--- src/rtl/dco_multimode_pkg.sv ---
// -----------------------------------------------------------------------------
// dco_pkg
// Shared definitions for the multimode digitally-controlled oscillator:
//   - dco_state_e : oscillator control states (IDLE, RUN, DRAIN)
//   - MODE_PRIO / MODE_LIN : code-mapping mode encodings
//   - sat_add     : saturating add used by the half-period mapping
// -----------------------------------------------------------------------------
package dco_pkg;

    typedef enum logic [1:0] {
        IDLE  = 2'd0,
        RUN   = 2'd1,
        DRAIN = 2'd2
    } dco_state_e;

    localparam logic MODE_PRIO = 1'b0;
    localparam logic MODE_LIN  = 1'b1;

    // a + b clipped to max_v. A 33-bit sum keeps the carry so that large
    // operands cannot wrap before the comparison.
    function automatic logic [31:0] sat_add(input logic [31:0] a,
                                            input logic [31:0] b,
                                            input logic [31:0] max_v);
        logic [32:0] s;
        s = {1'b0, a} + {1'b0, b};
        return (s > {1'b0, max_v}) ? max_v : s[31:0];
    endfunction

endpackage

--- src/rtl/dco_multimode_if.sv ---
// -----------------------------------------------------------------------------
// dco_multimode_if
// Code-load handshake between the control registers and the oscillator.
//   code_valid : source offers a new code (held until accepted)
//   code_ready : oscillator can accept a code (low while one is pending)
//   code       : control code, CODE_W bits
//   mode       : 0 = priority mapping, 1 = linear mapping
// master = code source, slave = oscillator.
// -----------------------------------------------------------------------------
interface dco_multimode_if #(
    parameter int CODE_W = 8
) ();
    logic              code_valid;
    logic              code_ready;
    logic [CODE_W-1:0] code;
    logic              mode;

    modport master (output code_valid, output code, output mode, input  code_ready);
    modport slave  (input  code_valid, input  code, input  mode, output code_ready);
endinterface

--- src/rtl/dco_multimode_code_map.sv ---
// -----------------------------------------------------------------------------
// dco_code_map
// Combinational mapping from a control code to a half-period in clk cycles.
//   i_code : control code
//   i_mode : MODE_PRIO -> MIN_HP + index of highest set bit (ZERO_HP for 0)
//            MODE_LIN  -> MIN_HP + code
//   o_hp   : half-period, saturated to 2^CNT_W-1
// -----------------------------------------------------------------------------
module dco_code_map
    import dco_pkg::*;
#(
    parameter int unsigned CODE_W  = 8,
    parameter int unsigned CNT_W   = 8,
    parameter int unsigned MIN_HP  = 3,
    parameter int unsigned ZERO_HP = 50
) (
    input  logic [CODE_W-1:0] i_code,
    input  logic              i_mode,
    output logic [CNT_W-1:0]  o_hp
);
    localparam logic [31:0] HP_MAX = (32'd1 << CNT_W) - 32'd1;

    logic [31:0] w_msb;
    logic [31:0] w_hp_full;

    always_comb begin
        // Ascending scan: the last set bit seen is the most significant one.
        w_msb = 32'd0;
        for (int i = 0; i < int'(CODE_W); i++) begin
            if (i_code[i]) w_msb = i[31:0];
        end

        if (i_mode == MODE_LIN) begin
            w_hp_full = sat_add(MIN_HP, 32'(i_code), HP_MAX);
        end else if (i_code == '0) begin
            w_hp_full = sat_add(ZERO_HP, 32'd0, HP_MAX);
        end else begin
            w_hp_full = sat_add(MIN_HP, w_msb, HP_MAX);
        end
    end

    assign o_hp = w_hp_full[CNT_W-1:0];

endmodule

--- src/rtl/dco_multimode.sv ---
// -----------------------------------------------------------------------------
// dco_multimode
// Digitally-controlled oscillator: square wave with a half-period of
// hp_active clk cycles. New codes arrive over a valid/ready handshake and are
// applied only at a half-period boundary, so the output never glitches.
// Dropping ena stops the output cleanly: a high phase is allowed to finish
// (DRAIN) before parking low in IDLE.
//   clk      : system clock
//   resetn   : asynchronous, active-low reset
//   ena      : oscillator enable
//   ctrl     : code-load handshake (slave side)
//   dco_out  : oscillator output, registered
//   running  : high in RUN and DRAIN
//   applied  : one-cycle pulse when a pending code becomes active
// -----------------------------------------------------------------------------
module dco_multimode
    import dco_pkg::*;
#(
    parameter int unsigned CODE_W   = 8,
    parameter int unsigned CNT_W    = 8,
    parameter int unsigned MIN_HP   = 3,
    parameter int unsigned ZERO_HP  = 50,
    parameter int unsigned RESET_HP = 50
) (
    input  logic               clk,
    input  logic               resetn,
    input  logic               ena,
    dco_multimode_if.slave     ctrl,
    output logic               dco_out,
    output logic               running,
    output logic               applied
);
    dco_state_e       r_state;
    logic [CNT_W-1:0] r_cnt;
    logic [CNT_W-1:0] r_hp_active;
    logic [CNT_W-1:0] r_pend_hp;
    logic             r_pending;
    logic             r_dco;
    logic             r_running;
    logic             r_applied;

    logic [CNT_W-1:0] w_map_hp;
    logic             w_accept;
    logic             w_term;
    logic             w_dco_nxt;

    dco_code_map #(
        .CODE_W  (CODE_W),
        .CNT_W   (CNT_W),
        .MIN_HP  (MIN_HP),
        .ZERO_HP (ZERO_HP)
    ) u_code_map (
        .i_code (ctrl.code),
        .i_mode (ctrl.mode),
        .o_hp   (w_map_hp)
    );

    assign w_accept  = ctrl.code_valid & ~r_pending;
    // >= rather than == so a shrinking hp_active can never strand the counter.
    assign w_term    = (r_cnt >= (r_hp_active - CNT_W'(1)));
    // The stop decision looks at the output as it will be after this edge.
    assign w_dco_nxt = r_dco ^ w_term;

    always_ff @(posedge clk or negedge resetn) begin
        if (!resetn) begin
            r_state     <= IDLE;
            r_cnt       <= '0;
            r_hp_active <= CNT_W'(RESET_HP);
            r_pend_hp   <= '0;
            r_pending   <= 1'b0;
            r_dco       <= 1'b0;
            r_running   <= 1'b0;
            r_applied   <= 1'b0;
        end else begin
            r_applied <= 1'b0;

            if (w_accept) begin
                r_pend_hp <= w_map_hp;
                r_pending <= 1'b1;
            end

            case (r_state)
                IDLE: begin
                    r_cnt <= '0;
                    r_dco <= 1'b0;
                    if (ena) begin
                        r_state   <= RUN;
                        r_running <= 1'b1;
                        if (r_pending) begin
                            r_hp_active <= r_pend_hp;
                            r_pending   <= 1'b0;
                            r_applied   <= 1'b1;
                        end
                    end
                end

                RUN, DRAIN: begin
                    if (w_term) begin
                        r_cnt <= '0;
                        r_dco <= ~r_dco;
                        if (r_pending) begin
                            r_hp_active <= r_pend_hp;
                            r_pending   <= 1'b0;
                            r_applied   <= 1'b1;
                        end
                    end else begin
                        r_cnt <= r_cnt + CNT_W'(1);
                    end

                    // Re-enabling from DRAIN resumes with count and output intact.
                    if (ena) begin
                        r_state   <= RUN;
                        r_running <= 1'b1;
                    end else if (w_dco_nxt) begin
                        r_state   <= DRAIN;
                        r_running <= 1'b1;
                    end else begin
                        r_state   <= IDLE;
                        r_running <= 1'b0;
                        r_cnt     <= '0;
                    end
                end

                default: begin
                    r_state   <= IDLE;
                    r_running <= 1'b0;
                end
            endcase
        end
    end

    assign ctrl.code_ready = ~r_pending;
    assign dco_out         = r_dco;
    assign running         = r_running;
    assign applied         = r_applied;

endmodule

--- src/flat_wrapper.sv ---
// flat-port wrapper written by rule: the top's interface ports become plain ports
module dco_multimode_flat import dco_pkg::*;
#(
    parameter int unsigned CODE_W   = 8,
    parameter int unsigned CNT_W    = 8,
    parameter int unsigned MIN_HP   = 3,
    parameter int unsigned ZERO_HP  = 50,
    parameter int unsigned RESET_HP = 50
)
  (clk, resetn, ena, dco_out, running, applied, ctrl_code_valid, ctrl_code, ctrl_mode, ctrl_code_ready);
  dco_multimode_if #(.CODE_W(CODE_W)) ctrl_i ();
  input  logic clk;
  input  logic resetn;
  input  logic ena;
  output logic dco_out;
  output logic running;
  output logic applied;
  input wire logic [$bits(ctrl_i.code_valid)-1:0] ctrl_code_valid;
  input wire logic [$bits(ctrl_i.code)-1:0] ctrl_code;
  input wire logic [$bits(ctrl_i.mode)-1:0] ctrl_mode;
  output wire logic [$bits(ctrl_i.code_ready)-1:0] ctrl_code_ready;
  assign ctrl_i.code_valid = ctrl_code_valid;
  assign ctrl_i.code = ctrl_code;
  assign ctrl_i.mode = ctrl_mode;
  assign ctrl_code_ready = ctrl_i.code_ready;
  dco_multimode #(.CODE_W(CODE_W), .CNT_W(CNT_W), .MIN_HP(MIN_HP), .ZERO_HP(ZERO_HP), .RESET_HP(RESET_HP)) u_core (.clk(clk), .resetn(resetn), .ena(ena), .ctrl(ctrl_i), .dco_out(dco_out), .running(running), .applied(applied));
endmodule
--- config.mk ---
export PLATFORM = sky130hd
export DESIGN_NAME = dco_multimode_flat
export DESIGN_NICKNAME = d
export VERILOG_FILES = /design/src/rtl/dco_multimode_pkg.sv /design/src/rtl/dco_multimode_if.sv /design/src/rtl/dco_multimode_code_map.sv /design/src/rtl/dco_multimode.sv /design/src/flat_wrapper.sv
export SDC_FILE = /design/constraint.sdc
export NUM_CORES = 1
export LEC_CHECK = 0
export CELL_PAD_IN_SITES_DETAIL_PLACEMENT = 0
export CELL_PAD_IN_SITES_GLOBAL_PLACEMENT = 1
export CORE_MARGIN = 2
export CORE_UTILIZATION = 25
export DETAILED_ROUTE_END_ITERATION = 10
export PLACE_DENSITY_LB_ADDON = 0.1
export SLEW_MARGIN = 20
export SYNTH_ARGS = -nofsm -noshare
export SYNTH_HDL_FRONTEND = slang
export SYNTH_HIERARCHICAL = 1
export SYNTH_SLANG_ARGS = --single-unit
--- constraint.sdc ---
create_clock -name clk -period 2.9 [get_ports clk]
set_clock_uncertainty 0.1 [all_clocks]
set_input_delay 0.58 -clock clk [delete_from_list [all_inputs] [get_ports clk]]
set_output_delay 0.58 -clock clk [all_outputs]
set_load 0.005 [all_outputs]
# [Yosys cells after proc, flatten, opt, wreduce, memory -nomap -nowiden]
# Cells that the tools add are included.
# W data, S select, Z words.
[op_classes] n_reduce_logical=6 eq_ne=4 bitwise_logic=4 order_cmp=3 add_sub_neg=4 mux=38
[op_table] op="$mux W32" n=6
[op_table] op="$mux W8" n=10
[op_table] op="$add A2 B32 Y33 const A" n=1
[op_table] op="$gt A33 B8 Y1 const B" n=1
[op_table] op="$pmux W8 S2" n=2
[op_table] op="$mux W1" n=12
[op_table] op="$add A2 B8 Y9 const A" n=1
[op_table] op="$gt A9 B8 Y1 const B" n=1
[op_table] op="$add A8 B1 Y8 const B" n=1
[op_table] op="$ge A8 B8 Y1" n=1
[op_table] op="$logic_not A8 Y1" n=1
[op_table] op="$pmux W1 S2" n=4
[op_table] op="$sub A8 B1 Y8 const B" n=1
[op_table] op="$mux W2" n=3
[op_table] op="$pmux W2 S2" n=1
[op_table] op="$reduce_and A3 Y1" n=1
[op_table] op="$eq A2 B1 Y1 const B" n=1
[op_table] op="$eq A2 B2 Y1 const B" n=1
[op_table] op="$logic_not A2 Y1" n=1
[op_table] op="$ne A2 B1 Y1 const B" n=1
[op_table] op="$ne A2 B2 Y1 const B" n=1
[op_table] op="$not A1 Y1" n=2
[op_table] op="$reduce_and A2 Y1" n=1
[op_table] op="$reduce_bool A2 Y1" n=1
[op_table] op="other kinds (3)" n=3
[word_totals] out_inout_bits=4 reg_bits=30

# [Depth between registers and ports, before layout]
# Gate-level depths: netlist of run 1.
[depth] ltp_word=12 ltp_mapped=11 mapped_depth_nobuf=10

# [Modules after synthesis]
# Netlist of run 1, hierarchy kept.
[modules_own_cells] module="dco_multimode" area_per_inst_um2=1715.4 instances=1 cells_per_inst=162
[modules_own_cells] module="dco_code_map" area_per_inst_um2=360.3 instances=1 cells_per_inst=55

# [Worst setup path before layout of run 1]
# Ideal clock, no wire load.
[synth_path] kind="register to register" start="register u_core.r_hp_active[3]" end="register u_core.r_hp_active[0]" arrival_ps=2408 setup_time_ps=125 path_slack_ps=267 stages_incl_launch_ff=10 path_cell_list="dfrtp_1 -> nor4_1 -> nand2_1 -> xor2_1 -> ha_1 -> nand2_1 -> o21a_1 -> buf_2 -> a311oi_4 -> mux2_2"
[synth_via] elab_chain_len=4
[synth_lines] item="start: declaration" line="dco_multimode.sv:35" text="logic [CNT_W-1:0] r_hp_active;"
[synth_lines] item="start signal: assignment" line="dco_multimode.sv:68" text="r_hp_active <= CNT_W'(RESET_HP);"
[synth_lines] item="start signal: assignment" line="dco_multimode.sv:90" text="r_hp_active <= r_pend_hp;"
[synth_lines] item="start signal: assignment" line="dco_multimode.sv:102" text="r_hp_active <= r_pend_hp;"
[synth_lines] item="$sub A8 B1 Y8" line="dco_multimode.sv:60" text="assign w_term = (r_cnt >= (r_hp_active - CNT_W'(1)));"
[synth_lines] item="$ge A8 B8 Y1" line="dco_multimode.sv:60"
[synth_lines] item="$ne A2 B1 Y1 (no line)"
[synth_lines] item="$reduce_and A3 Y1 (no line)"
# No other way between the ends.
# A chain may end at the register's enable or synchronous reset.

# [Worst setup path after layout of run 1]
[layout_path] start="register u_core.r_hp_active[1]" end="register u_core.r_hp_active[2]"
# The elaborated chain is that of the path after synthesis.

==> impl_metrics.prom, run 1 <==
# TYPE chip_impl_metric gauge
chip_impl_info{name="run_status",value="completed"} 1
chip_impl_metric{name="final_period_minus_worst_setup_slack",unit="ns"} 2.713
chip_impl_metric{name="synth_largest_type_area_fraction",unit=""} 0.3255
chip_impl_metric{name="power_report.internal_total",unit="mW"} 1.282
chip_impl_metric{name="clock_slew_at_reported_path_ffs",unit="ns"} 0.06
chip_impl_info{name="netlist_top_cells_area",value="sky130_fd_sc_hd__dfrtp_1 (33%), sky130_fd_sc_hd__ha_1 (9.0%), sky130_fd_sc_hd__mux2_2 (8.7%)"} 1
chip_impl_metric{name="detailedPlacementHpwl",unit="µm"} 3672
chip_impl_info{name="hold_start",value="u_core/r_pend_hp[0]$_DFFE_PN0P_"} 1
chip_impl_metric{name="synth_sequential_area_ratio",unit=""} 0.3635
chip_impl_info{name="yosys_most_used_dff",value="sky130_fd_sc_hd__dfrtp_1"} 1
chip_impl_metric{name="clockPowerShare",unit=""} 0.198
chip_impl_metric{name="ys_seq_elements",unit=""} 30
chip_impl_metric{name="cts.sink_count",unit=""} 30
chip_impl_metric{name="worstPathArrival",unit="ns"} 2.77
chip_impl_metric{name="max-slew-margin-rel",unit=""} 0.6770
chip_impl_metric{name="worstPathBufferInverterCount",unit=""} 2
chip_impl_metric{name="placement.setup.worst_slack",unit="ns"} 0.1745
chip_impl_info{name="yosys.cell_count.top_type",value="sky130_fd_sc_hd__dfrtp_1"} 1
chip_impl_metric{name="core",unit="µm²"} 8134
chip_impl_metric{name="route.vias.total",unit=""} 1637
chip_impl_metric{name="n_antenna_cell",unit=""} 0
chip_impl_metric{name="grt.met3_usage",unit=""} 0.03557
chip_impl_metric{name="cts.path.max_buffers",unit=""} 2
chip_impl_info{name="r2r-start",value="u_core/r_hp_active[1]$_DFFE_PN1P_"} 1
chip_impl_metric{name="tightest_slew",unit="ns"} 0.4845
chip_impl_info{name="unrepaired_setup_endpoints_after_global_routing",value="no"} 1
chip_impl_metric{name="totalNegativeSetupSlack",unit="ns"} 0
chip_impl_metric{name="cts-hold-fix-buffers",unit=""} 0
chip_impl_metric{name="netlist_area",unit="µm²"} 2076
chip_impl_metric{name="syn_avg_cell_area",unit="µm²"} 9.566
chip_impl_info{name="critical-path-top-cell-by-count",value="sky130_fd_sc_hd__ha_1"} 1
chip_impl_metric{name="synth-edff-count",unit=""} 0
chip_impl_metric{name="met2_usage_in_global_routing",unit=""} 0.1825
chip_impl_metric{name="power_density",unit="nW/µm²"} 785.2
chip_impl_metric{name="initial_utilization",unit=""} 0.2552
chip_impl_metric{name="number_of_global_route_vias_before_repair",unit=""} 1715
chip_impl_metric{name="yosysUniqueCellTypes",unit=""} 52
chip_impl_metric{name="top_level_ports",unit=""} 17
chip_impl_metric{name="design.die.area",unit="µm²"} 9048
chip_impl_metric{name="post-cts-setup-buffers",unit=""} 0
chip_impl_metric{name="die-width",unit="µm"} 95.12
chip_impl_info{name="worstSetupStartpointType",value="flip-flop"} 1
chip_impl_metric{name="drcViolationCount",unit=""} 0
chip_impl_metric{name="hold_viol_final",unit=""} 0
chip_impl_metric{name="dp_cells",unit=""} 341
chip_impl_info{name="netlist.top_cell.by_area",value="sky130_fd_sc_hd__dfrtp_1"} 1
chip_impl_metric{name="cp.required",unit="ns"} 2.96
chip_impl_metric{name="synth_cells",unit=""} 217
chip_impl_metric{name="fin_crit_sh",unit=""} 0.9356
chip_impl_metric{name="placement.io_buffers",unit=""} 16
chip_impl_metric{name="detailedRoute.firstIterationViolations",unit=""} 32
chip_impl_info{name="setup.worst_path.end_class",value="flip-flop"} 1
chip_impl_metric{name="cts.repair.resized",unit=""} 0
chip_impl_metric{name="grt_usage",unit=""} 0.1228
chip_impl_metric{name="drive_above_1_share",unit=""} 0.2008
chip_impl_info{name="hold_path.class",value="reg -> reg"} 1
chip_impl_metric{name="leakagePower",unit="nW"} 1.069
chip_impl_metric{name="pwr-share-comb",unit=""} 0.439
chip_impl_metric{name="critical_path_s_largest_stage_delay",unit="ns"} 0.58
chip_impl_metric{name="ir_worst_vdd",unit="V"} 0.0002366
chip_impl_info{name="worst-setup-path-type",value="reg -> reg"} 1
chip_impl_metric{name="global_route.usage.met1",unit=""} 0.1738
chip_impl_metric{name="synth_async_sr_flop_share",unit=""} 1.000
chip_impl_info{name="cts_root_buf",value="sky130_fd_sc_hd__clkbuf_8"} 1
chip_impl_metric{name="final_critical_path_setup_slack",unit="ns"} 0.1866
chip_impl_metric{name="routed_via_density",unit=""} 4.691
chip_impl_metric{name="clk_latency",unit="ns"} 0.28
chip_impl_metric{name="postLayoutCoreUtil",unit=""} 0.3127
chip_impl_metric{name="post-route-cell-area",unit="µm²"} 2544
chip_impl_metric{name="total_power",unit="mW"} 1.997
chip_impl_metric{name="grt_start_max_net_pins",unit=""} 31
chip_impl_metric{name="yosysWarnings",unit=""} 6
chip_impl_metric{name="gp_congestion",unit=""} 0.7576
chip_impl_metric{name="final_cell_count_no_fill",unit=""} 349
chip_impl_info{name="cp_cell_sequence",value="inv_1 > ha_1 > xnor2_1 > ha_1 > a31oi_1 > nor2b_2 > o21ai_4 > a311oi_4 > buf_12 > mux2_2"} 1
chip_impl_info{name="critical-path-top-delay-family",value="flip-flops"} 1
chip_impl_metric{name="nets",unit=""} 271
chip_impl_metric{name="highest_achievable_clock_rate",unit="MHz"} 368.5
chip_impl_info{name="tritoncts_clock_tree",value="built"} 1
chip_impl_info{name="timing.critical_path.slowest_stage_cell",value="sky130_fd_sc_hd__dfstp_2"} 1
chip_impl_info{name="synth.cells.most_frequent",value="sky130_fd_sc_hd__dfrtp_1 (27), sky130_fd_sc_hd__nand2_1 (21), sky130_fd_sc_hd__mux2_2 (16)"} 1
chip_impl_metric{name="timing.hold.ws",unit="ns"} 0.4035
chip_impl_metric{name="drt-wirelength-per-cell",unit="µm"} 13.94
chip_impl_metric{name="tritoncts.num_buffers",unit=""} 5
chip_impl_metric{name="drt-pass1-iter-count",unit=""} 4
chip_impl_metric{name="crit_path_max_fanout",unit=""} 8
chip_impl_metric{name="syn2layout_area_growth",unit="%"} 22.54
chip_impl_metric{name="floorplan.die.height",unit="µm"} 95.12
chip_impl_metric{name="sw_frac_of_total",unit=""} 0.3581
chip_impl_metric{name="slew_violations",unit=""} 0
chip_impl_info{name="crit_start",value="u_core/r_hp_active[1]$_DFFE_PN1P_"} 1
chip_impl_metric{name="grt_pass1_wl",unit="µm"} 8556
chip_impl_metric{name="net_count_after_synthesis",unit=""} 245
chip_impl_metric{name="setup_viol_count_final",unit=""} 0
chip_impl_metric{name="portion_of_total_power_attributed_to_sequential_cells",unit=""} 0.363
chip_impl_info{name="busiest_grt_layer",value="met2"} 1
chip_impl_metric{name="antenna_violating_nets_post_route",unit=""} 0
chip_impl_metric{name="initial_antenna_violation_count",unit=""} 0
chip_impl_metric{name="overflow",unit=""} 0
chip_impl_metric{name="place_area",unit="µm²"} 2421
chip_impl_metric{name="p_sw",unit="mW"} 0.7153
chip_impl_metric{name="finalWirelength",unit="µm"} 4865
chip_impl_metric{name="timing.max_cap.violations",unit=""} 0
chip_impl_metric{name="rows",unit=""} 33
chip_impl_metric{name="cts_htree_levels",unit=""} 2
## kinds of logic after synthesis
logic type               after synthesis  share of synthesized area
AO/OA/AOI/OAI                         44                     0.1616
XOR/XNOR                              10                    0.04219
adder cells (fa/ha/maj)               15                    0.09042
buffers and inverters                 22                    0.04702
flip-flops                            30                     0.3635
multiplexers                          18                    0.09644
AND/OR/NAND/NOR                       78                     0.1989
## path summary, 6_finish.rpt
| check | endpoint | slack, ns | depth (start not counted) |
|---|---|---|---|
| min in group asynchronous | u_core/r_pend_hp[4]$_DFFE_PN0P_ | 0.60 | 2 |
| max in group asynchronous | u_core/r_hp_active[5]$_DFFE_PN1P_ | 1.77 | 2 |
| worst min register to register | u_core/r_hp_active[0]$_DFFE_PN0P_ | 0.40 | 1 |
| worst max-delay path | u_core/r_hp_active[2]$_DFFE_PN0P_ | 0.19 | 10 |
| worst min-delay path | u_core/r_hp_active[0]$_DFFE_PN0P_ | 0.40 | 1 |
| worst max register to register | u_core/r_hp_active[2]$_DFFE_PN0P_ | 0.19 | 10 |
## power by group through the flow
stage          Sequential, mW  Clock (mW)  Combinational (mW)
2_1_floorplan           0.682           0               0.621
3_3_place_gp            0.730           0               0.891
3_5_place_dp            0.725           0               0.880
4_1_cts                 0.720       0.419               0.885
5_1_grt                 0.756       0.437                1.00
6_report                0.725       0.396               0.876
## state kept, by name, indices dropped and copies added (netlist names)
signal              flops
u_core/applied          1
u_core/r_hp_active      8
u_core/running          1
u_core/r_state          2
u_core/r_pend_hp        8
u_core/dco_out          1
u_core/r_cnt            8
u_core/r_pending        1
## routing by layer
layer	vias up	routed length, µm
li1	836	-
met1	776	2565
met2	23	2146
met3	2	111
met4	0	41
met5	-	0
## placed cells by master, fill, tap and decap left out, types with 2 or more instances in the layout
master	count
sky130_fd_sc_hd__a31oi_1	3
sky130_fd_sc_hd__buf_4	11
sky130_fd_sc_hd__dfstp_2	3
sky130_fd_sc_hd__dfrtp_1	27
sky130_fd_sc_hd__clkbuf_8	8
sky130_fd_sc_hd__nor2_1	12
sky130_fd_sc_hd__nor3_1	6
sky130_fd_sc_hd__a21oi_1	10
sky130_fd_sc_hd__and3_1	5
sky130_fd_sc_hd__o311ai_1	2
sky130_fd_sc_hd__xor2_1	4
sky130_fd_sc_hd__clkdlybuf4s50_1	16
sky130_fd_sc_hd__nor3b_1	2
sky130_fd_sc_hd__xnor2_1	6
sky130_fd_sc_hd__inv_1	13
sky130_fd_sc_hd__mux2_2	16
sky130_fd_sc_hd__o211a_1	2
sky130_fd_sc_hd__nand3_1	5
sky130_fd_sc_hd__nor2b_1	6
sky130_fd_sc_hd__nand2b_1	4
sky130_fd_sc_hd__mux2i_1	2
sky130_fd_sc_hd__nand4_1	6
sky130_fd_sc_hd__o211ai_1	2
sky130_fd_sc_hd__o21bai_1	3
sky130_fd_sc_hd__o21ai_0	7
sky130_fd_sc_hd__nand2_1	21
sky130_fd_sc_hd__ha_1	15
## worst reg2reg max path, delay by kind of cell, from the launching register on
kind                       cells  cell delay, ns
DFF                            1            0.58
AOI/OAI and AO/OA              3            0.54
adders and majority gates      2            0.51
muxes                          1            0.33
buffers and inverters          2            0.21
and+or+nand+nor                1            0.19
xor gates and xnor gates       1            0.14
## area by class of cell
type	count	area, µm²
clock buffer	8	110.1
inverter	13	48.80
fill	850	5590
timing repair buffer	28	262.8
tap	105	131.4
sequential	30	754.5
multi-input combinational	165	1236
(Power assumes the default switching activity.)
==> run 2, diff against run 1 <==
--- a/config.mk
+++ b/config.mk
@@ -11,6 +11,7 @@
 export CORE_UTILIZATION = 25
 export DETAILED_ROUTE_END_ITERATION = 10
 export PLACE_DENSITY_LB_ADDON = 0.1
+export SETUP_SLACK_MARGIN = 0.2
 export SLEW_MARGIN = 20
 export SYNTH_ARGS = -nofsm -noshare
 export SYNTH_HDL_FRONTEND = slang
==> impl_metrics.prom, run 2 (same netlist as run 1, synthesis figures left out) <==
# TYPE chip_impl_metric gauge
chip_impl_info{name="run_status",value="completed"} 1
chip_impl_info{name="commonest_cells_after_routing_fill_and_taps_aside",value="sky130_fd_sc_hd__dfrtp_1 (24), sky130_fd_sc_hd__nand2_1 (21), sky130_fd_sc_hd__buf_4 (18)"} 1
chip_impl_metric{name="max-slew-margin-rel",unit=""} 0.6747
chip_impl_metric{name="highest_achievable_clock_rate",unit="MHz"} 380.7
chip_impl_metric{name="number_of_global_route_vias_before_repair",unit=""} 1735
chip_impl_metric{name="timing.max_cap.violations",unit=""} 0
chip_impl_metric{name="sw_frac_of_total",unit=""} 0.3588
chip_impl_info{name="setup.worst_path.end_class",value="flip-flop"} 1
chip_impl_info{name="cp_cell_sequence",value="nor2_1 > nor4b_4 > xnor2_1 > ha_1 > a21oi_1 > o21a_2 > a311oi_4 > buf_12 > mux2_4"} 1
chip_impl_metric{name="drt-wirelength-per-cell",unit="µm"} 14.09
chip_impl_metric{name="antenna_violating_nets_post_route",unit=""} 0
chip_impl_metric{name="tightest_slew",unit="ns"} 0.4879
chip_impl_metric{name="worst_r2r_path_depth",unit=""} 9
chip_impl_metric{name="clockPowerShare",unit=""} 0.186
chip_impl_metric{name="design.die.area",unit="µm²"} 9048
chip_impl_metric{name="nets",unit=""} 278
chip_impl_metric{name="drcViolationCount",unit=""} 0
chip_impl_metric{name="cts.path.max_buffers",unit=""} 2
chip_impl_metric{name="cp.required",unit="ns"} 2.96
chip_impl_metric{name="clock_slew_at_reported_path_ffs",unit="ns"} 0.06
chip_impl_info{name="largest_registers",value="u_core/r_cnt x8, u_core/r_hp_active x8, u_core/r_pend_hp x8"} 1
chip_impl_info{name="worstSetupStartpointType",value="flip-flop"} 1
chip_impl_metric{name="cts.sink_count",unit=""} 30
chip_impl_metric{name="overflow",unit=""} 0
chip_impl_metric{name="grt_pass1_wl",unit="µm"} 8652
chip_impl_metric{name="drive_above_1_share",unit=""} 0.2550
chip_impl_info{name="worst-setup-path-type",value="reg -> reg"} 1
chip_impl_metric{name="hold_viol_final",unit=""} 0
chip_impl_metric{name="rows",unit=""} 33
chip_impl_info{name="tritoncts_clock_tree",value="built"} 1
chip_impl_info{name="cts_root_buf",value="sky130_fd_sc_hd__clkbuf_8"} 1
chip_impl_metric{name="totalNegativeSetupSlack",unit="ns"} 0
chip_impl_metric{name="total_power",unit="mW"} 2.149
chip_impl_metric{name="portion_of_total_power_attributed_to_sequential_cells",unit=""} 0.344
chip_impl_metric{name="ir_worst_vdd",unit="V"} 0.0002568
chip_impl_info{name="critical-path-top-delay-family",value="compound AO/OA/AOI/OAI gates"} 1
chip_impl_metric{name="detailedRoute.firstIterationViolations",unit=""} 35
chip_impl_metric{name="post-route-cell-area",unit="µm²"} 2658
chip_impl_metric{name="crit_path_max_fanout",unit=""} 8
chip_impl_metric{name="setup_viol_count_final",unit=""} 0
chip_impl_metric{name="cts-hold-fix-buffers",unit=""} 0
chip_impl_metric{name="filler_cell_count",unit=""} 842
chip_impl_metric{name="final_period_minus_worst_setup_slack",unit="ns"} 2.627
chip_impl_metric{name="slew_violations",unit=""} 0
chip_impl_metric{name="p_sw",unit="mW"} 0.7711
chip_impl_metric{name="gp_congestion",unit=""} 0.7576
chip_impl_metric{name="floorplan.die.height",unit="µm"} 95.12
chip_impl_metric{name="power_density",unit="nW/µm²"} 808.6
chip_impl_metric{name="grt_usage",unit=""} 0.1240
chip_impl_metric{name="initial_utilization",unit=""} 0.2552
chip_impl_metric{name="detailedPlacementHpwl",unit="µm"} 3672
chip_impl_metric{name="placement.io_buffers",unit=""} 16
chip_impl_metric{name="die-width",unit="µm"} 95.12
chip_impl_metric{name="syn2layout_area_growth",unit="%"} 28.03
chip_impl_info{name="crit_start",value="u_core/r_hp_active[2]$_DFFE_PN0P_"} 1
chip_impl_metric{name="place_area",unit="µm²"} 2421
chip_impl_metric{name="clk_latency",unit="ns"} 0.29
chip_impl_metric{name="timing.hold.ws",unit="ns"} 0.4078
chip_impl_metric{name="n_antenna_cell",unit=""} 0
chip_impl_metric{name="rrSetupSlack",unit="ns"} 0.27
chip_impl_metric{name="worstPathBufferInverterCount",unit=""} 1
chip_impl_metric{name="cp.depth",unit=""} 9
chip_impl_metric{name="drt-pass1-iter-count",unit=""} 4
chip_impl_metric{name="route.vias.total",unit=""} 1677
chip_impl_metric{name="cts_htree_levels",unit=""} 2
chip_impl_info{name="timing.critical_path.slowest_stage_cell",value="sky130_fd_sc_hd__dfrtp_2"} 1
chip_impl_info{name="r2r-start",value="u_core/r_hp_active[2]$_DFFE_PN0P_"} 1
chip_impl_metric{name="worstPathArrival",unit="ns"} 2.69
chip_impl_metric{name="routed_via_density",unit=""} 4.711
chip_impl_metric{name="critical_path_s_largest_stage_delay",unit="ns"} 0.46
chip_impl_metric{name="initial_antenna_violation_count",unit=""} 0
chip_impl_info{name="hold_path.class",value="reg -> reg"} 1
chip_impl_metric{name="leakagePower",unit="nW"} 1.119
chip_impl_metric{name="grt_start_max_net_pins",unit=""} 31
chip_impl_metric{name="finalWirelength",unit="µm"} 5015
chip_impl_metric{name="power_report.internal_total",unit="mW"} 1.378
chip_impl_metric{name="tritoncts.num_buffers",unit=""} 5
chip_impl_info{name="worst_r2r_endpoint",value="u_core/r_hp_active[0]$_DFFE_PN0P_"} 1
chip_impl_info{name="layout.cells.most_common",value="sky130_fd_sc_hd__dfrtp_1"} 1
chip_impl_metric{name="pwr-share-comb",unit=""} 0.470
chip_impl_info{name="endpoint",value="u_core/r_hp_active[0]$_DFFE_PN0P_"} 1
chip_impl_metric{name="top_level_ports",unit=""} 17
chip_impl_info{name="unrepaired_setup_endpoints_after_global_routing",value="yes"} 1
chip_impl_metric{name="core",unit="µm²"} 8134
chip_impl_metric{name="fin_crit_sh",unit=""} 0.9058
[run 2: changes by cell type in the layout (fill, tap and decap cells not counted), sizes merged]
| cell | delta |
|---|---|
| buf | +7 |
[run 2: power by group through the flow]
stage	registers, mW	logic (mW)	clock network, mW
finish	0.739	1.01	0.400
global route	0.768	1.14	0.436
CTS	0.726	0.905	0.419
detailed placement	0.725	0.880	0
global placement	0.730	0.891	0
floorplan	0.682	0.621	0
[run 2: worst min-delay path by stage]
stage / startpoint / to / slack (ns) / cells past startpoint
2_1_floorplan: resetn / u_core/applied$_DFF_PN0_ / 0.18 / 0
3_3_place_gp: u_core/r_pend_hp[6]$_DFFE_PN0P_ / u_core/r_hp_active[6]$_DFFE_PN0P_ / 0.39 / 1
3_5_place_dp: u_core/r_pend_hp[6]$_DFFE_PN0P_ / u_core/r_pend_hp[6]$_DFFE_PN0P_ / 0.39 / 1
4_1_cts: u_core/r_pend_hp[6]$_DFFE_PN0P_ / u_core/r_pend_hp[6]$_DFFE_PN0P_ / 0.41 / 1
5_1_grt: u_core/r_pend_hp[4]$_DFFE_PN0P_ / u_core/r_pend_hp[4]$_DFFE_PN0P_ / 0.43 / 1
6_report: u_core/r_pend_hp[0]$_DFFE_PN0P_ / u_core/r_hp_active[0]$_DFFE_PN0P_ / 0.41 / 1
[run 2: worst reg2reg max path, stage by stage (launching register included)]
cell and delay, ns:
sky130_fd_sc_hd__dfrtp_2 0.46, sky130_fd_sc_hd__nor2_1 0.17, sky130_fd_sc_hd__nor4b_4 0.25, sky130_fd_sc_hd__xnor2_1 0.12, sky130_fd_sc_hd__ha_1 0.31, sky130_fd_sc_hd__a21oi_1 0.07, sky130_fd_sc_hd__o21a_2 0.26, sky130_fd_sc_hd__a311oi_4 0.31
sky130_fd_sc_hd__buf_12 0.17, sky130_fd_sc_hd__mux2_4 0.30
[run 2: per-layer routing]
metal | vias to the layer above | GRT usage | share of wire
li1 | 850 | - | -
met1 | 795 | 0.1747 | 0.52
met2 | 26 | 0.1854 | 0.43
met3 | 6 | 0.03557 | 0.031
met4 | 0 | 0.03261 | 0.013
met5 | - | 0 | 0
[run 2: cell type report]
| cell class | instances | area [µm²] | share of cell area |
|---|---|---|---|
| clock buffer | 8 | 110.1 | 0.04143 |
| inverter | 13 | 48.80 | 0.01836 |
| multi-input combinational | 165 | 1294 | 0.4868 |
| sequential | 30 | 758.2 | 0.2853 |
| tap | 105 | 131.4 | 0.04944 |
| timing repair buffer | 35 | 315.3 | 0.1186 |
[run 2: metrics by stage]
| stage | setup WS, ns | std cells | util |
|---|---|---|---|
| detailed placement | 0.1745 | 341 | 0.2976 |
| floorplan | 0.2675 | 217 | - |
| CTS | 0.2158 | 351 | 0.3147 |
| finish | 0.2732 | 356 | 0.3267 |
| global placement | 0.1151 | 341 | 0.2976 |
| global route | 0.1097 | 356 | 0.3267 |
[run 2: what timing repair did]
action                     CTS  global route
pin swaps                    2             9
buffers inserted             2             5
gates resized for setup      3            15
setup endpoints to repair    5            12
==> run 3, diff against run 2 <==
--- a/config.mk
+++ b/config.mk
@@ -10,7 +10,8 @@
 export CORE_MARGIN = 2
 export CORE_UTILIZATION = 25
 export DETAILED_ROUTE_END_ITERATION = 10
-export PLACE_DENSITY_LB_ADDON = 0.1
+export DONT_BUFFER_PORTS = 1
+export PLACE_DENSITY = 0.55
 export SETUP_SLACK_MARGIN = 0.2
 export SLEW_MARGIN = 20
 export SYNTH_ARGS = -nofsm -noshare
==> impl_metrics.prom, run 3 (same netlist as run 1, synthesis figures left out) <==
# TYPE chip_impl_metric gauge
chip_impl_metric{name="top_level_ports",unit=""} 17
chip_impl_info{name="worstSetupStartpointType",value="flip-flop"} 1
chip_impl_metric{name="sw_frac_of_total",unit=""} 0.3617
chip_impl_metric{name="power_density",unit="nW/µm²"} 828.5
chip_impl_metric{name="tritoncts.num_buffers",unit=""} 5
chip_impl_metric{name="final_period_minus_worst_setup_slack",unit="ns"} 2.651
chip_impl_metric{name="leakagePower",unit="nW"} 1.002
chip_impl_metric{name="grt_start_max_net_pins",unit=""} 28
chip_impl_metric{name="antenna_violating_nets_post_route",unit=""} 0
chip_impl_info{name="cts_root_buf",value="sky130_fd_sc_hd__clkbuf_8"} 1
chip_impl_metric{name="syn2layout_area_growth",unit="%"} 17.36
chip_impl_info{name="setup.worst_path.end_class",value="flip-flop"} 1
chip_impl_metric{name="power_report.internal_total",unit="mW"} 1.288
chip_impl_metric{name="post-route-cell-area",unit="µm²"} 2436
chip_impl_metric{name="clk_latency",unit="ns"} 0.28
chip_impl_metric{name="ff_latch_area",unit="µm²"} 757.0
chip_impl_metric{name="nets",unit=""} 254
chip_impl_info{name="crit_start",value="u_core/r_hp_active[1]$_DFFE_PN1P_"} 1
chip_impl_metric{name="cts.path.max_buffers",unit=""} 2
chip_impl_metric{name="tightest_slew",unit="ns"} 0.7257
chip_impl_metric{name="rows",unit=""} 33
chip_impl_metric{name="cp.required",unit="ns"} 2.97
chip_impl_metric{name="drt-pass1-iter-count",unit=""} 4
chip_impl_info{name="hold_path.class",value="in -> async"} 1
chip_impl_metric{name="design.die.area",unit="µm²"} 9048
chip_impl_metric{name="finalWirelength",unit="µm"} 4603
chip_impl_metric{name="gp_congestion",unit=""} 0.7684
chip_impl_metric{name="grt_pass1_wl",unit="µm"} 7755
chip_impl_metric{name="initial_utilization",unit=""} 0.2552
chip_impl_metric{name="totalNegativeSetupSlack",unit="ns"} 0
chip_impl_metric{name="grt_usage",unit=""} 0.1093
chip_impl_metric{name="pwr-share-comb",unit=""} 0.425
chip_impl_metric{name="floorplan.die.height",unit="µm"} 95.12
chip_impl_metric{name="routed_via_density",unit=""} 4.834
chip_impl_metric{name="cts.sink_count",unit=""} 30
chip_impl_metric{name="detailedRoute.firstIterationViolations",unit=""} 96
chip_impl_metric{name="worstPathArrival",unit="ns"} 2.72
chip_impl_metric{name="core",unit="µm²"} 8134
chip_impl_info{name="largest_registers",value="u_core/r_cnt x8, u_core/r_hp_active x8, u_core/r_pend_hp x8"} 1
chip_impl_metric{name="initial_antenna_violation_count",unit=""} 0
chip_impl_metric{name="overflow",unit=""} 0
chip_impl_metric{name="number_of_global_route_vias_before_repair",unit=""} 1583
chip_impl_metric{name="drive_above_1_share",unit=""} 0.2379
chip_impl_metric{name="place_area",unit="µm²"} 2193
chip_impl_metric{name="max-slew-margin-rel",unit=""} 0.5152
chip_impl_metric{name="timing.max_cap.violations",unit=""} 0
chip_impl_metric{name="clockPowerShare",unit=""} 0.211
chip_impl_metric{name="drcViolationCount",unit=""} 0
chip_impl_metric{name="slew_violations",unit=""} 0
chip_impl_metric{name="multi_input_gate_area",unit="µm²"} 1272
chip_impl_metric{name="ir_worst_vdd",unit="V"} 0.0004011
chip_impl_metric{name="cts_htree_levels",unit=""} 2
chip_impl_metric{name="setup_viol_count_final",unit=""} 0
chip_impl_info{name="worst-setup-path-type",value="reg -> reg"} 1
chip_impl_metric{name="filler_cell_count",unit=""} 838
chip_impl_metric{name="highest_achievable_clock_rate",unit="MHz"} 377.3
chip_impl_metric{name="route.vias.total",unit=""} 1605
chip_impl_metric{name="portion_of_total_power_attributed_to_sequential_cells",unit=""} 0.364
chip_impl_metric{name="n_antenna_cell",unit=""} 0
chip_impl_metric{name="fin_crit_sh",unit=""} 0.9140
chip_impl_info{name="unrepaired_setup_endpoints_after_global_routing",value="yes"} 1
chip_impl_info{name="tritoncts_clock_tree",value="built"} 1
chip_impl_metric{name="total_power",unit="mW"} 2.018
chip_impl_metric{name="placement.io_buffers",unit=""} 0
chip_impl_metric{name="detailedPlacementHpwl",unit="µm"} 3282
chip_impl_metric{name="clock_slew_at_reported_path_ffs",unit="ns"} 0.07
chip_impl_metric{name="die-width",unit="µm"} 95.12
chip_impl_metric{name="hold_viol_final",unit=""} 0
chip_impl_info{name="commonest_cells_after_routing_fill_and_taps_aside",value="sky130_fd_sc_hd__dfrtp_1 (25), sky130_fd_sc_hd__nand2_1 (21), sky130_fd_sc_hd__mux2_2 (16)"} 1
chip_impl_metric{name="p_sw",unit="mW"} 0.7299
chip_impl_info{name="layout.cells.most_common",value="sky130_fd_sc_hd__dfrtp_1"} 1
chip_impl_info{name="run_status",value="completed"} 1
chip_impl_metric{name="drt-wirelength-per-cell",unit="µm"} 13.86
chip_impl_metric{name="crit_path_max_fanout",unit=""} 8
chip_impl_info{name="r2r-start",value="u_core/r_hp_active[1]$_DFFE_PN1P_"} 1
## run 3: final timing paths
check	slack, ns	endpoint	cells after the start
setup / recovery	0.25	u_core/r_hp_active[7]$_DFFE_PN0P_	10
hold / removal	0.02	u_core/applied$_DFF_PN0_	1
setup reg to reg	0.25	u_core/r_hp_active[7]$_DFFE_PN0P_	10
hold reg to reg	0.41	u_core/r_hp_active[6]$_DFFE_PN0P_	1
max in group asynchronous	2.51	u_core/r_hp_active[3]$_DFFE_PN0P_	1
min in group clk	0.29	u_core/r_state[1]$_DFFE_PN0N_	1
## run 3: metrics by stage
stage	hold WS, ns	util	cells	worst slack, ns
floorplan	0.1844	-	217	0.2675
global placement	0.1853	0.2697	316	0.05042
detailed placement	0.1857	0.2697	316	0.06890
CTS	0.01048	0.2887	326	0.2016
global route	0.009283	0.2995	332	0.1305
finish	0.01633	0.2995	332	0.2493
## run 3: power by group through the flow
stage               combinational [mW]  sequential (mW)  clock (mW)
detailed placement               0.760            0.727           0
floorplan                        0.621            0.682           0
finish                           0.858            0.734       0.426
global route                     0.964            0.761       0.463
CTS                              0.790            0.722       0.439
global placement                 0.758            0.730           0
## run 3: area by class of cell
class,count,share of cell area
Multi-Input combinational cell,165,0.5223
Tap cell,105,0.05393
Clock inverter,3,0.01849
Timing Repair Buffer,11,0.04622
Sequential cell,30,0.3107
Inverter,13,0.02003
Clock buffer,5,0.02825
## run 3: critical path, stage by stage, from the launching register on
cell                       delay (ns)
sky130_fd_sc_hd__dfstp_2         0.56
sky130_fd_sc_hd__inv_2           0.05
sky130_fd_sc_hd__ha_4            0.16
sky130_fd_sc_hd__xnor2_1         0.12
sky130_fd_sc_hd__ha_1            0.30
sky130_fd_sc_hd__a31oi_1         0.09
sky130_fd_sc_hd__nor2b_2         0.21
sky130_fd_sc_hd__o21ai_4         0.11
sky130_fd_sc_hd__a311oi_4        0.34
sky130_fd_sc_hd__buf_12          0.17
sky130_fd_sc_hd__mux2_2          0.33
## run 3: repair_timing
action                                  in CTS  in global routing
hold buffers                                 1                  0
endpoints found under the hold margin       27                  0
resized for setup                            3                  9
setup buffers                                1                  6
endpoints found under the setup margin      12                 13
pin swaps                                    2                 10
## run 3: per-layer routing
metal | vias up | track usage | share of wire
li1 | 800 | - | -
met1 | 779 | 0.1640 | 0.52
met2 | 19 | 0.1555 | 0.43
met3 | 7 | 0.02372 | 0.031
met4 | 0 | 0.03140 | 0.015
met5 | - | 0 | 0
